<file path="config.mk">
export PLATFORM = sky130hd
export DESIGN_NAME = pipe_cla_adder
export DESIGN_NICKNAME = d
export VERILOG_FILES = /design/src/rtl/cla_pkg.sv /design/src/rtl/cla_group.sv /design/src/rtl/pipe_cla_adder.sv
export SDC_FILE = /design/constraint.sdc
export NUM_CORES = 1
export LEC_CHECK = 0
export CAP_MARGIN = 0
export CORE_ASPECT_RATIO = 1.5
export CORE_UTILIZATION = 30
export DETAILED_ROUTE_END_ITERATION = 6
export HOLD_SLACK_MARGIN = 0.02
export PLACE_DENSITY = 0.45
export RECOVER_POWER = 50
export SYNTH_ARGS = -nofsm -noshare
export SYNTH_HDL_FRONTEND = slang
export SYNTH_SLANG_ARGS = --single-unit
</file>
<file path="constraint.sdc">
create_clock -name clk -period 9 [get_ports clk]
set_input_delay 1.35 -clock clk [delete_from_list [all_inputs] [get_ports clk]]
set_output_delay 1.35 -clock clk [all_outputs]
set_load 0.05 [all_outputs]
</file>
<file path="src/rtl/cla_pkg.sv">
// Shared operation type, default sizing and carry helper for the pipelined
// carry-lookahead adder.
package cla_pkg;

   typedef enum logic {
      OP_ADD = 1'b0,
      OP_SUB = 1'b1
   } op_t;

   localparam int CLA_WIDTH = 32;
   localparam int CLA_BLOCK = 8;

   function automatic logic carry_step(input logic g, input logic p, input logic c);
      return g | (p & c);
   endfunction

endpackage

</file>
<file path="src/rtl/cla_group.sv">
// One lookahead group: bitwise generate/propagate, in-group carries seeded by
// c_i, the BLOCK-bit sum slice and the group carry-out.
module cla_group
   import cla_pkg::*;
#(
   parameter int BLOCK = CLA_BLOCK
)
(
   input  logic [BLOCK-1:0] a_i,
   input  logic [BLOCK-1:0] b_i,
   input  logic             c_i,
   output logic [BLOCK-1:0] sum_o,
   output logic             cout_o
);

   logic [BLOCK-1:0] g_s;
   logic [BLOCK-1:0] p_s;
   logic [BLOCK:0]   c_s;

   // Generate/propagate, carry chain and sum slice for this group.
   always_comb begin
      g_s    = a_i & b_i;
      p_s    = a_i ^ b_i;
      c_s    = {(BLOCK+1){1'b0}};
      c_s[0] = c_i;
      for (int i = 0; i < BLOCK; i++) begin
         c_s[i+1] = carry_step(g_s[i], p_s[i], c_s[i]);
      end
      sum_o  = p_s ^ c_s[BLOCK-1:0];
      cout_o = c_s[BLOCK];
   end

endmodule

</file>
<file path="src/rtl/pipe_cla_adder.sv">
// WIDTH/BLOCK-stage pipelined carry-lookahead adder/subtractor with a global
// valid/ready stall. Define CLA_OVERFLOW_EN to add the registered ovf output.
module pipe_cla_adder
   import cla_pkg::*;
#(
   parameter int WIDTH = CLA_WIDTH,
   parameter int BLOCK = CLA_BLOCK
)
(
   input  logic             clk,
   input  logic             rst,
   input  logic             in_valid,
   output logic             in_ready,
   input  logic [WIDTH-1:0] a,
   input  logic [WIDTH-1:0] b,
   input  logic             cin,
   input  op_t              op,
   output logic             out_valid,
   input  logic             out_ready,
   output logic [WIDTH-1:0] sum,
`ifdef CLA_OVERFLOW_EN
   output logic             ovf,
`endif
   output logic             cout
);

   localparam int S = WIDTH / BLOCK;

   generate
      if ((BLOCK < 1) || ((WIDTH % BLOCK) != 0)) begin : g_bad_cfg
         $error("pipe_cla_adder: WIDTH must be a positive multiple of BLOCK");
      end
   endgenerate

   // Bank k holds the beat about to be processed by group k; operands already
   // carry the SUB inversion and the sum slices below k are complete.
   logic             vld_q  [S];
   logic             vld_d  [S];
   logic [WIDTH-1:0] opa_q  [S];
   logic [WIDTH-1:0] opa_d  [S];
   logic [WIDTH-1:0] opb_q  [S];
   logic [WIDTH-1:0] opb_d  [S];
   logic [WIDTH-1:0] psum_q [S];
   logic [WIDTH-1:0] psum_d [S];
   logic             cry_q  [S];
   logic             cry_d  [S];

   logic             out_valid_q;
   logic             out_valid_d;
   logic [WIDTH-1:0] sum_q;
   logic [WIDTH-1:0] sum_d;
   logic             cout_q;
   logic             cout_d;

   logic [BLOCK-1:0] grp_sum_s [S];
   logic [S-1:0]     grp_cout_s;
   logic             en_s;

   assign en_s     = ~out_valid_q | out_ready;
   assign in_ready = en_s & ~rst;

   for (genvar k = 0; k < S; k++) begin : g_stage
      cla_group #(.BLOCK(BLOCK)) u_group (
         .a_i    (opa_q[k][k*BLOCK +: BLOCK]),
         .b_i    (opb_q[k][k*BLOCK +: BLOCK]),
         .c_i    (cry_q[k]),
         .sum_o  (grp_sum_s[k]),
         .cout_o (grp_cout_s[k])
      );
   end

   // Next contents of every bank and of the output register.
   always_comb begin
      vld_d[0]  = in_valid;
      opa_d[0]  = a;
      psum_d[0] = {WIDTH{1'b0}};
      case (op)
         OP_SUB: begin
            opb_d[0] = ~b;
            cry_d[0] = 1'b1;
         end
         OP_ADD: begin
            opb_d[0] = b;
            cry_d[0] = cin;
         end
         default: begin
            opb_d[0] = b;
            cry_d[0] = cin;
         end
      endcase

      for (int k = 1; k < S; k++) begin
         vld_d[k]  = vld_q[k-1];
         opa_d[k]  = opa_q[k-1];
         opb_d[k]  = opb_q[k-1];
         cry_d[k]  = grp_cout_s[k-1];
         psum_d[k] = psum_q[k-1];
         psum_d[k][(k-1)*BLOCK +: BLOCK] = grp_sum_s[k-1];
      end

      out_valid_d = vld_q[S-1];
      sum_d       = psum_q[S-1];
      sum_d[(S-1)*BLOCK +: BLOCK] = grp_sum_s[S-1];
      cout_d      = grp_cout_s[S-1];
   end

   // Pipeline banks and output register; everything freezes while stalled.
   always_ff @(posedge clk or posedge rst) begin
      if (rst) begin
         for (int k = 0; k < S; k++) begin
            vld_q[k]  <= 1'b0;
            opa_q[k]  <= {WIDTH{1'b0}};
            opb_q[k]  <= {WIDTH{1'b0}};
            psum_q[k] <= {WIDTH{1'b0}};
            cry_q[k]  <= 1'b0;
         end
         out_valid_q <= 1'b0;
         sum_q       <= {WIDTH{1'b0}};
         cout_q      <= 1'b0;
      end else if (en_s) begin
         for (int k = 0; k < S; k++) begin
            vld_q[k]  <= vld_d[k];
            opa_q[k]  <= opa_d[k];
            opb_q[k]  <= opb_d[k];
            psum_q[k] <= psum_d[k];
            cry_q[k]  <= cry_d[k];
         end
         out_valid_q <= out_valid_d;
         sum_q       <= sum_d;
         cout_q      <= cout_d;
      end
   end

   assign out_valid = out_valid_q;
   assign sum       = sum_q;
   assign cout      = cout_q;

`ifdef CLA_OVERFLOW_EN
   logic ovf_q;
   logic ovf_d;

   // Carry into the MSB is recovered as a ^ b ^ sum at that bit.
   always_comb begin
      ovf_d = opa_q[S-1][WIDTH-1] ^ opb_q[S-1][WIDTH-1]
            ^ grp_sum_s[S-1][BLOCK-1] ^ grp_cout_s[S-1];
   end

   // Overflow flag registered alongside sum.
   always_ff @(posedge clk or posedge rst) begin
      if (rst) begin
         ovf_q <= 1'b0;
      end else if (en_s) begin
         ovf_q <= ovf_d;
      end
   end

   assign ovf = ovf_q;
`endif

endmodule

</file>
==> metrics.cfg <==
[outcome]
status=finished, violations left
violations=capacitance limit, slew limit

[power]
power.total_w=0.00477
p_seq_share_pct=40.5
sw_frac_of_total_pct=32.5
p_leak_nw=5.55
clkPwrFrac_pct=22.0
p_int_w=0.00322
power_density_nw_per_um2=371
pwr-share-comb_pct=37.4
ir_worst_vdd_mv=0.110
p_sw_w=0.00155

[clocking]
insertion_delay_ns=0.53
h-tree-depth=1
path_clk_slew_ns=0.06
cts-root-buf=clkbuf_16
cts_buffers=25
clk_path_buf_depth=3
cts_setup_buffers=0
cts_resized=0
cts.sinks=250
cts_tree=built
holdBufCountCts=0

[logic_synthesis]
syn_area_um2=10700
avgSynthCellArea_um2=16.7
yosysSeqAreaShare_pct=58.6
syn_nets=742
ys_warn_count=0
ys_ff_latch=250
synth_area_leaders=dfrtp_1, mux2_2, mux2_4
yosys.area.top_type=dfrtp_1
ys_types=16
yosys.area.top_type_share_pct=58.6
synth_cells=640

[sta]
tightest_slew_ns=4.03
rsz0062_at_grt=no
tns_ns=0
max_freq_ghz=0.175
finalSetupViolations=0
clock_skew_ns=0.00710
maxSlewViolCount=145
hold_viol=0
slew_headroom_pct=-170
timing.final.crit_period_ns=5.73
fin_crit_sh_pct=63.6

[placed_design]
place_hpwl_um=11900
place_area_um2=12100
portBuffers=104
routabilityCongestion=0.677

[finish]
drive_above_1_share_pct=37.4
fin_area_um2=12900
layout_common_cells=dfrtp_1, mux2_2, clkdlybuf4s50_1, mux2_4, fa_1
nFillCells=3397
final_common_cell=dfrtp_1
synthToLayoutAreaGrowth_pct=20.5
antenna_cells=0
fin_nets=844

[die]
ios=105
coreArea_um2=35100
initial_utilization_pct=30.4
die_h_um=233
die_w_um=156
design.die.area_um2=36400
fp-row-count=84

[critical_path]
rr_endpoint=opa_d[62]$_DFFE_PP0N_
path_class=input port to register
path_cells=dlygate4sd3_1 -> nand2b_1 -> buf_4 -> mux2_2
worstSetupEndpointType=register
path_max_fanout=52
slowest_stage=nand2b_1
critPathRequiredTime_ns=9.41
r2r-start=out_valid$_DFFE_PP0N_
reg2reg_depth=3
crit_buf_inv=2
crit_family=simple AND/OR/NAND/NOR gates
ff2ff_setup_slack_ns=4.59
timing.critical_path.arrival_ns=6.14
slowest_delay_ns=2.49
start_kind=input port

[drt]
via_per_inst=4.18
wl_per_cell_um=15.4
num_vias=5151
drc=0
wirelength_um=19000
ant_nets=0
first_iter_violations=93
dr.pass1.iters=3

[worst_hold_path]
holdPathStages=1
min_from=out_valid_d$_DFFE_PP0N_
hold_path_class=register to register
min_to=out_valid$_DFFE_PP0N_

[global_route]
grt_pass1_vias=5907
grt_overflow=0
grt_max_degree=160
track_usage_pct=11.1
antenna_found_initial=0
grt_pass1_wl_um=31700

[flow_run]
cap_violations=2

-- cells by family (layout without fill, tap and decap cells) --
logic type,after synthesis,count (layout),synth area share (%)
compound gates,9,9,0.422
xor+xnor,32,32,2.63
fa+ha+maj,32,32,6.00
buf+inv,63,183,3.90
flops,250,250,58.6
mux,240,240,27.5
simple gates,14,14,0.949
-- Yosys cell counts --
library cell,number
a21oi_1,9
buf_2,12
buf_6,22
dfrtp_1,250
fa_1,32
inv_1,29
mux2_2,170
mux2_4,64
mux2i_1,6
nand2b_1,1
nand2b_4,1
nor2_1,2
nor2b_1,1
nor3b_1,9
xnor2_1,2
xor2_1,30
-- per-stage QoR --
stage          worst slack [ns]  std cells  utilization, %  hold slack (ns)
3_3_place_gp               3.81       1188            34.4            0.438
2_1_floorplan             0.778        640               -            0.430
3_5_place_dp               3.82       1188            34.4            0.451
4_1_cts                    3.81       1233            36.7            0.467
6_report                   3.27       1233            36.7            0.460
5_1_grt                    2.84       1233            36.7            0.480
-- routing by layer --
layer	up-vias	wire (um)	part of all wire, %	global-route usage, %
met5	-	0	0	0
met3	29	695	3.7	1.68
met4	0	483	2.5	4.53
li1	2368	-	-	-
met1	2675	7840	41	13.5
met2	79	9950	52	19.4
-- power groups by stage --
stage	registers, W	clock network [W]	logic (W)
3_5_place_dp	0.00197	0	0.00183
2_1_floorplan	0.00214	0	0.00115
6_report	0.00193	0.00105	0.00179
4_1_cts	0.00195	0.00110	0.00184
5_1_grt	0.00201	0.00114	0.00197
3_3_place_gp	0.00194	0	0.00178
-- area by class of cell --
| class | count | area, um2 | area share, % |
|---|---|---|---|
| clock inverters | 16 | 170 | 1.32 |
| flip-flops and latches | 250 | 6260 | 48.6 |
| well taps | 473 | 592 | 4.60 |
| repair buffers | 109 | 1090 | 8.44 |
| inverters | 29 | 110 | 0.856 |
| multi-input cells | 327 | 4000 | 31.1 |
| clock buffers | 29 | 651 | 5.06 |
-- sequential cells by signal, summed over array words and instances (netlist names) --
register	flops
cout	1
cry_q	4
opa_d	72
opa_q	8
opb_d	72
opb_q	8
out_valid	1
out_valid_d	1
psum_d	24
psum_q	24
sum	32
vld_d	3
-- worst max-delay path by stage --
stage              start               endpoint  slack [ns]  cells after the start
2_1_floorplan        rst       cout$_DFFE_PP0N_        0.78                      1
3_3_place_gp   out_ready               in_ready        3.81                      5
3_5_place_dp   out_ready               in_ready        3.82                      5
4_1_cts        out_ready               in_ready        3.81                      5
5_1_grt        out_ready  opa_d[61]$_DFFE_PP0N_        2.84                      4
6_report       out_ready  opa_d[62]$_DFFE_PP0N_        3.27                      4
(Power assumes the default switching activity.)
